## config.mk

```make
export PLATFORM = sky130hd
export DESIGN_NAME = bram_byte_packer_flat
export DESIGN_NICKNAME = d
export VERILOG_FILES = /design/src/rtl/bram_byte_packer_if.sv /design/src/rtl/bram_byte_packer.sv /design/src/flat_wrapper.sv
export SDC_FILE = /design/constraint.sdc
export NUM_CORES = 1
export LEC_CHECK = 0
export ABC_AREA = 1
export CAP_MARGIN = 40
export CORE_ASPECT_RATIO = 0.9
export CORE_MARGIN = 4
export CORE_UTILIZATION = 55
export DETAILED_ROUTE_END_ITERATION = 7
export PLACE_DENSITY = 0.84
export SETUP_SLACK_MARGIN = 0.5
export SKIP_LAST_GASP = 1
export SLEW_MARGIN = 40
export SYNTH_ARGS = -nofsm -noshare
export SYNTH_HDL_FRONTEND = slang
export SYNTH_SLANG_ARGS = --single-unit
```

## constraint.sdc

```tcl
create_clock -name CLK -period 2.2 [get_ports CLK]
set_clock_uncertainty 0.05 [all_clocks]
set_input_delay 0.33 -clock CLK [delete_from_list [all_inputs] [get_ports CLK]]
set_output_delay 0.33 -clock CLK [all_outputs]
set_load 0.005 [all_outputs]
```

## src/rtl/bram_byte_packer_if.sv

```systemverilog
// Byte-stream and BRAM port-A signal bundle for bram_byte_packer.
// master: upstream byte source / downstream reader side.
// slave:  the packer itself.
interface bram_byte_packer_if #(
  parameter int unsigned ADDR_WIDTH = 11
);

  // Byte stream from the producer
  logic [7:0]            DIN;
  logic                  DIN_VALID;
  logic                  DIN_READY;

  // Frame control
  logic                  ABORT;
  logic                  RELEASE;

  // BRAM port-A write side
  logic [7:0]            DIN_A;
  logic [ADDR_WIDTH-1:0] ADDR_A;
  logic                  W_A;
  logic                  EN_A;

  // Frame status
  logic                  FRAME_READY;
  logic                  FRAME_DONE;
  logic [ADDR_WIDTH-1:0] WORD_CNT;

  modport master (
    output DIN, DIN_VALID, ABORT, RELEASE,
    input  DIN_READY, DIN_A, ADDR_A, W_A, EN_A,
           FRAME_READY, FRAME_DONE, WORD_CNT
  );

  modport slave (
    input  DIN, DIN_VALID, ABORT, RELEASE,
    output DIN_READY, DIN_A, ADDR_A, W_A, EN_A,
           FRAME_READY, FRAME_DONE, WORD_CNT
  );

endinterface

```

## src/rtl/bram_byte_packer.sv

```systemverilog
// Write-side controller that packs a byte stream into a quadrant-organised
// BRAM: byte k of word w lands at w + k*BASE_ADDRESS, so the read port sees
// {byte3, byte2, byte1, byte0} as one 32-bit word. One frame of WORDS words
// is filled, then held until the reader releases it.
module bram_byte_packer #(
  parameter int unsigned BASE_ADDRESS = 512,
  parameter int unsigned ADDR_WIDTH   = 11,
  parameter int unsigned WORDS        = 512
) (
  input  logic                 CLK,
  input  logic                 RST_N,
  bram_byte_packer_if.slave    bus
);

  localparam int unsigned AW = ADDR_WIDTH;

  localparam logic [AW-1:0] LP_LAST_WORD = AW'(WORDS - 1);
  localparam logic [AW-1:0] LP_WORDS     = AW'(WORDS);
  localparam logic [AW-1:0] LP_STRIDE    = AW'(BASE_ADDRESS);

  typedef enum logic [1:0] {
    ST_IDLE = 2'd0,
    ST_FILL = 2'd1,
    ST_FULL = 2'd2
  } state_t;

  // Registered state
  state_t        r_state;
  logic [1:0]    r_lane;
  logic [AW-1:0] r_word;
  logic [AW-1:0] r_word_cnt;
  logic          r_din_ready;
  logic [7:0]    r_din_a;
  logic [AW-1:0] r_addr_a;
  logic          r_w_a;
  logic          r_frame_ready;
  logic          r_frame_done;

  // Next-state values
  state_t        w_nxt_state;
  logic [1:0]    w_nxt_lane;
  logic [AW-1:0] w_nxt_word;
  logic [AW-1:0] w_nxt_word_cnt;
  logic          w_nxt_din_ready;
  logic [7:0]    w_nxt_din_a;
  logic [AW-1:0] w_nxt_addr_a;
  logic          w_nxt_w_a;
  logic          w_nxt_frame_ready;
  logic          w_nxt_frame_done;

  logic          w_accept;
  logic          w_last_byte;
  logic [AW-1:0] w_byte_addr;

  // A byte transfers on valid&&ready, but an abort in the same cycle wins
  assign w_accept    = bus.DIN_VALID && r_din_ready && !bus.ABORT
                       && (r_state == ST_FILL);
  assign w_last_byte = (r_lane == 2'd3) && (r_word == LP_LAST_WORD);
  assign w_byte_addr = AW'(r_word + AW'(AW'(r_lane) * LP_STRIDE));

  // Next-state and output logic
  always_comb begin
    w_nxt_state       = r_state;
    w_nxt_lane        = r_lane;
    w_nxt_word        = r_word;
    w_nxt_word_cnt    = r_word_cnt;
    w_nxt_din_a       = r_din_a;
    w_nxt_addr_a      = r_addr_a;
    w_nxt_w_a         = 1'b0;
    w_nxt_frame_ready = r_frame_ready;
    w_nxt_frame_done  = 1'b0;

    case (r_state)
      ST_IDLE: begin
        w_nxt_state = ST_FILL;
      end

      ST_FILL: begin
        if (bus.ABORT) begin
          w_nxt_lane        = 2'd0;
          w_nxt_word        = '0;
          w_nxt_word_cnt    = '0;
          w_nxt_frame_ready = 1'b0;
        end else if (w_accept) begin
          w_nxt_din_a  = bus.DIN;
          w_nxt_addr_a = w_byte_addr;
          w_nxt_w_a    = 1'b1;
          w_nxt_lane   = 2'(r_lane + 2'd1);
          if (r_lane == 2'd3) begin
            if (w_last_byte) begin
              w_nxt_word        = '0;
              w_nxt_word_cnt    = LP_WORDS;
              w_nxt_state       = ST_FULL;
              w_nxt_frame_done  = 1'b1;
              w_nxt_frame_ready = 1'b1;
            end else begin
              w_nxt_word     = AW'(r_word + AW'(1));
              w_nxt_word_cnt = AW'(r_word_cnt + AW'(1));
            end
          end
        end
      end

      ST_FULL: begin
        if (bus.ABORT) begin
          w_nxt_lane        = 2'd0;
          w_nxt_word        = '0;
          w_nxt_word_cnt    = '0;
          w_nxt_frame_ready = 1'b0;
          w_nxt_state       = ST_FILL;
        end else if (bus.RELEASE) begin
          w_nxt_word_cnt    = '0;
          w_nxt_frame_ready = 1'b0;
          w_nxt_state       = ST_FILL;
        end
      end

      default: begin
        w_nxt_state = ST_IDLE;
      end
    endcase

    // Ready drops on the edge that takes the last byte, so FULL never accepts
    w_nxt_din_ready = (w_nxt_state == ST_FILL) && !bus.ABORT;
  end

  // State and output registers
  always_ff @(posedge CLK or negedge RST_N) begin
    if (!RST_N) begin
      r_state       <= ST_IDLE;
      r_lane        <= 2'd0;
      r_word        <= '0;
      r_word_cnt    <= '0;
      r_din_ready   <= 1'b0;
      r_din_a       <= 8'd0;
      r_addr_a      <= '0;
      r_w_a         <= 1'b0;
      r_frame_ready <= 1'b0;
      r_frame_done  <= 1'b0;
    end else begin
      r_state       <= w_nxt_state;
      r_lane        <= w_nxt_lane;
      r_word        <= w_nxt_word;
      r_word_cnt    <= w_nxt_word_cnt;
      r_din_ready   <= w_nxt_din_ready;
      r_din_a       <= w_nxt_din_a;
      r_addr_a      <= w_nxt_addr_a;
      r_w_a         <= w_nxt_w_a;
      r_frame_ready <= w_nxt_frame_ready;
      r_frame_done  <= w_nxt_frame_done;
    end
  end

  assign bus.DIN_READY   = r_din_ready;
  assign bus.DIN_A       = r_din_a;
  assign bus.ADDR_A      = r_addr_a;
  assign bus.W_A         = r_w_a;
  assign bus.EN_A        = r_w_a;
  assign bus.FRAME_READY = r_frame_ready;
  assign bus.FRAME_DONE  = r_frame_done;
  assign bus.WORD_CNT    = r_word_cnt;

endmodule

```

## src/flat_wrapper.sv

```systemverilog
// flat-port wrapper written by rule: the top's interface ports become plain ports
module bram_byte_packer_flat 
#(
  parameter int unsigned BASE_ADDRESS = 512,
  parameter int unsigned ADDR_WIDTH   = 11,
  parameter int unsigned WORDS        = 512
)
  (CLK, RST_N, bus_DIN, bus_DIN_VALID, bus_ABORT, bus_RELEASE, bus_DIN_READY, bus_DIN_A, bus_ADDR_A, bus_W_A, bus_EN_A, bus_FRAME_READY, bus_FRAME_DONE, bus_WORD_CNT);
  bram_byte_packer_if #(.ADDR_WIDTH(ADDR_WIDTH)) bus_i ();
  input  logic CLK;
  input  logic RST_N;
  input wire logic [$bits(bus_i.DIN)-1:0] bus_DIN;
  input wire logic [$bits(bus_i.DIN_VALID)-1:0] bus_DIN_VALID;
  input wire logic [$bits(bus_i.ABORT)-1:0] bus_ABORT;
  input wire logic [$bits(bus_i.RELEASE)-1:0] bus_RELEASE;
  output wire logic [$bits(bus_i.DIN_READY)-1:0] bus_DIN_READY;
  output wire logic [$bits(bus_i.DIN_A)-1:0] bus_DIN_A;
  output wire logic [$bits(bus_i.ADDR_A)-1:0] bus_ADDR_A;
  output wire logic [$bits(bus_i.W_A)-1:0] bus_W_A;
  output wire logic [$bits(bus_i.EN_A)-1:0] bus_EN_A;
  output wire logic [$bits(bus_i.FRAME_READY)-1:0] bus_FRAME_READY;
  output wire logic [$bits(bus_i.FRAME_DONE)-1:0] bus_FRAME_DONE;
  output wire logic [$bits(bus_i.WORD_CNT)-1:0] bus_WORD_CNT;
  assign bus_i.DIN = bus_DIN;
  assign bus_i.DIN_VALID = bus_DIN_VALID;
  assign bus_i.ABORT = bus_ABORT;
  assign bus_i.RELEASE = bus_RELEASE;
  assign bus_DIN_READY = bus_i.DIN_READY;
  assign bus_DIN_A = bus_i.DIN_A;
  assign bus_ADDR_A = bus_i.ADDR_A;
  assign bus_W_A = bus_i.W_A;
  assign bus_EN_A = bus_i.EN_A;
  assign bus_FRAME_READY = bus_i.FRAME_READY;
  assign bus_FRAME_DONE = bus_i.FRAME_DONE;
  assign bus_WORD_CNT = bus_i.WORD_CNT;
  bram_byte_packer #(.BASE_ADDRESS(BASE_ADDRESS), .ADDR_WIDTH(ADDR_WIDTH), .WORDS(WORDS)) u_core (.CLK(CLK), .RST_N(RST_N), .bus(bus_i));
endmodule
```

==> results_dict.tcl <==
set metrics [dict create \
    yosysUniqueCellTypes 28 \
    drv_slew 0 \
    nets 387 \
    grt_antenna_before_repair 0 \
    layout_common_cells "nand2_1, dfrtp_1, clkdlybuf4s50_1" \
    hpwl_um 4006 \
    wire_per_inst_um 13.25 \
    path_class "flop to output port" \
    row_count 22 \
    min_path_type "flop to flop" \
    ys_ff_latch 49 \
    syn_inst 308 \
    p_sw_uw 603.2 \
    synth.cell_area_mm2 0.002450 \
    synth-main-ff-cell "dfrtp_1" \
    cts.sinks 49 \
    grt_overflow 0 \
    die-area_mm2 0.005588 \
    p_total_mw 2.175 \
    timing.fmax_mhz 610.7 \
    status "finished clean" \
    syn_avg_cell_area_um2 7.954 \
    drive_above_1_share 0.1120 \
    cts_inserted_buffers 5 \
    setup_viol 0 \
    peakVddDrop_mv 0.6082 \
    async_reset_ff_frac 1.000 \
    tns_ps 0 \
    fin_util 0.7656 \
    finalCritPeriodShare 0.7443 \
    crit_chain "clkdlybuf4s50_1" \
    gp_congestion 0.8160 \
    grtUsageTotal 0.2070 \
    max_slew.worst_pin.slew_ps 497.3 \
    intPower_mw 1.572 \
    cts_tree "built" \
    synth_edf_count 0 \
    leakagePower_nw 1.554 \
    routed_wl_um 5646 \
    vias 2195 \
    critical-path-slowest-cell "clkdlybuf4s50_1" \
    relSlewSlack 0.6684 \
    p_sw_frac 0.2773 \
    rsz0062_at_grt "true" \
    crit_required_ps 1820 \
    viasPerCell 5.153 \
    crit_buf_inv 1 \
    start_kind "flop" \
    yosysTopAreaCell "dfrtp_1" \
    grt_max_degree 30 \
    die_h_um 71.32 \
    crit_arrival_ps 1260 \
    htreeDepth 2 \
    period_minus_slack_ps 1637 \
    p_per_area_mw_per_mm2 679.1 \
    ios 48 \
    worstSkewPairLatency_ps 300 \
    max-cap-violations 0 \
    drc 0 \
    grt_pass1_wl_um 9246 \
    syn_to_final_growth_pct 30.75 \
    synth_top_area_frac 0.5005 \
    final_common_cell "nand2_1" \
    first_iter_violations 132 \
    hold_violations 0 \
    io_buffer_count 47 \
    comb_power_share 0.239 \
    cpLargestDelayFamily "buffers and inverters" \
    antenna_left 0 \
    yosysSeqAreaShare 0.5005 \
    endpoint_kind "output port" \
    start_util 0.5855 \
    cts-root-buf "clkbuf_8" \
    grt_pass1_vias 2145 \
    die_width_um 78.35 \
    dr.pass1.iters 4 \
    cp_max_fo 5 \
    clkPwrFrac 0.242 \
    synthTopCellsByArea "dfrtp_1, nand2_1, inv_1" \
    antenna_cells 0 \
    syn_nets 329 \
    yosysWarnings 0 \
    worst_hold_slack_ps 423.3 \
    core_mm2 0.004184 \
    clockBufferDepth 2 \
    clk_pin_slew_ps 80 \
    seq_power_share 0.519 \
    slowest_delay_ps 530 \
]
-- worst paths after layout --
path | start | end | slack, ps | cells after the start
max in group asynchronous | RST_N | u_core.bus.DIN_A[2]$_DFFE_PN0P_ | 1100 | 3
worst max-delay path | u_core.bus.WORD_CNT[0]$_DFFE_PN0P_ | bus_WORD_CNT[0] | 560 | 1
worst min-delay path | u_core.bus.DIN_A[2]$_DFFE_PN0P_ | u_core.bus.DIN_A[2]$_DFFE_PN0P_ | 420 | 2
min in group asynchronous | RST_N | u_core.bus.ADDR_A[7]$_DFFE_PN0P_ | 470 | 2
worst max register to register | u_core.r_state[1]$_DFF_PN0_ | u_core.r_word[8]$_DFFE_PN0P_ | 580 | 10
worst min register to register | u_core.bus.DIN_A[2]$_DFFE_PN0P_ | u_core.bus.DIN_A[2]$_DFFE_PN0P_ | 420 | 2
-- sequential cells by signal, summed over array words and instances (netlist names) --
name and cells:
u_core.bus.FRAME_READY 1, u_core.r_lane 2, u_core.bus.DIN_READY 1, u_core.bus.EN_A 1, u_core.bus.FRAME_DONE 1, u_core.r_state 2, u_core.bus.ADDR_A 11, u_core.bus.DIN_A 8
u_core.bus.WORD_CNT 11, u_core.r_word 11
-- cells by family after synthesis --
kind of cell,after synthesis,synth area share
simple gates,167,0.2962
flops,49,0.5005
buf+inv,47,0.07559
compound gates,33,0.07252
fa+ha+maj,8,0.04086
xor+xnor,4,0.01430
-- cells in the mapped netlist, types with 2 or more instances --
library cell  count
nand2_1         100
dfrtp_1          49
inv_1            37
nor2_1           30
nand3_1          20
o21ai_0          16
a21oi_1           9
ha_1              8
inv_2             5
nand2_2           4
nor2_2            4
o21a_1            3
o21ai_1           3
xor2_1            3
buf_2             2
nand3b_1          2
nand4_1           2
-- repair_timing --
item	4_1_cts	5_1_grt
hold buffers	1	0
setup buffers	2	2
gates cloned	0	1
endpoints found under the setup margin	11	26
endpoints found under the hold margin	20	0
gates resized for setup	4	13
pin swaps	0	3
-- power groups by stage --
stage	Clock, mW	Combinational [mW]	Sequential [mW]
2_1_floorplan	0	0.202	1.14
3_3_place_gp	0	0.499	1.14
3_5_place_dp	0	0.514	1.14
4_1_cts	0.530	0.520	1.13
5_1_grt	0.572	0.578	1.15
6_report	0.527	0.519	1.13
-- metal layers --
layer  global-route usage  up-vias  part of all wire
met5                    0        -                 0
met3              0.04523       10             0.054
met1               0.2649     1030              0.45
li1                     -     1079                 -
met4              0.08738        0             0.019
met2               0.3422       76              0.48
-- area by class of cell --
cell class | count | area [um^2]
Inverter | 43 | 166.4
Tap cell | 60 | 75.07
Fill cell | 311 | 980.9
Clock buffer | 7 | 86.33
Multi-Input combinational cell | 213 | 1115
Sequential cell | 49 | 1227
Timing Repair Buffer | 54 | 533.0
-- through the flow --
step / setup WS [ps] / instance area (um^2) / std cells
4_1_cts: 525.5 / 3128 / 423
3_3_place_gp: 363.7 / 2997 / 413
6_report: 562.5 / 3203 / 426
2_1_floorplan: 681.9 / 2450 / 308
5_1_grt: 460.2 / 3203 / 426
3_5_place_dp: 303.8 / 2997 / 413
-- worst register-to-register path: stages, from the launching register on --
cell and delay, ps:
dfrtp_1 390, buf_4 150, ha_4 170, inv_1 80
nand2_2 70, nand2_2 120, buf_4 120, nand4_1 140
nor2_1 150, nor2_1 50, nor2_1 80
No activity file was read; power rests on OpenSTA's default activity.
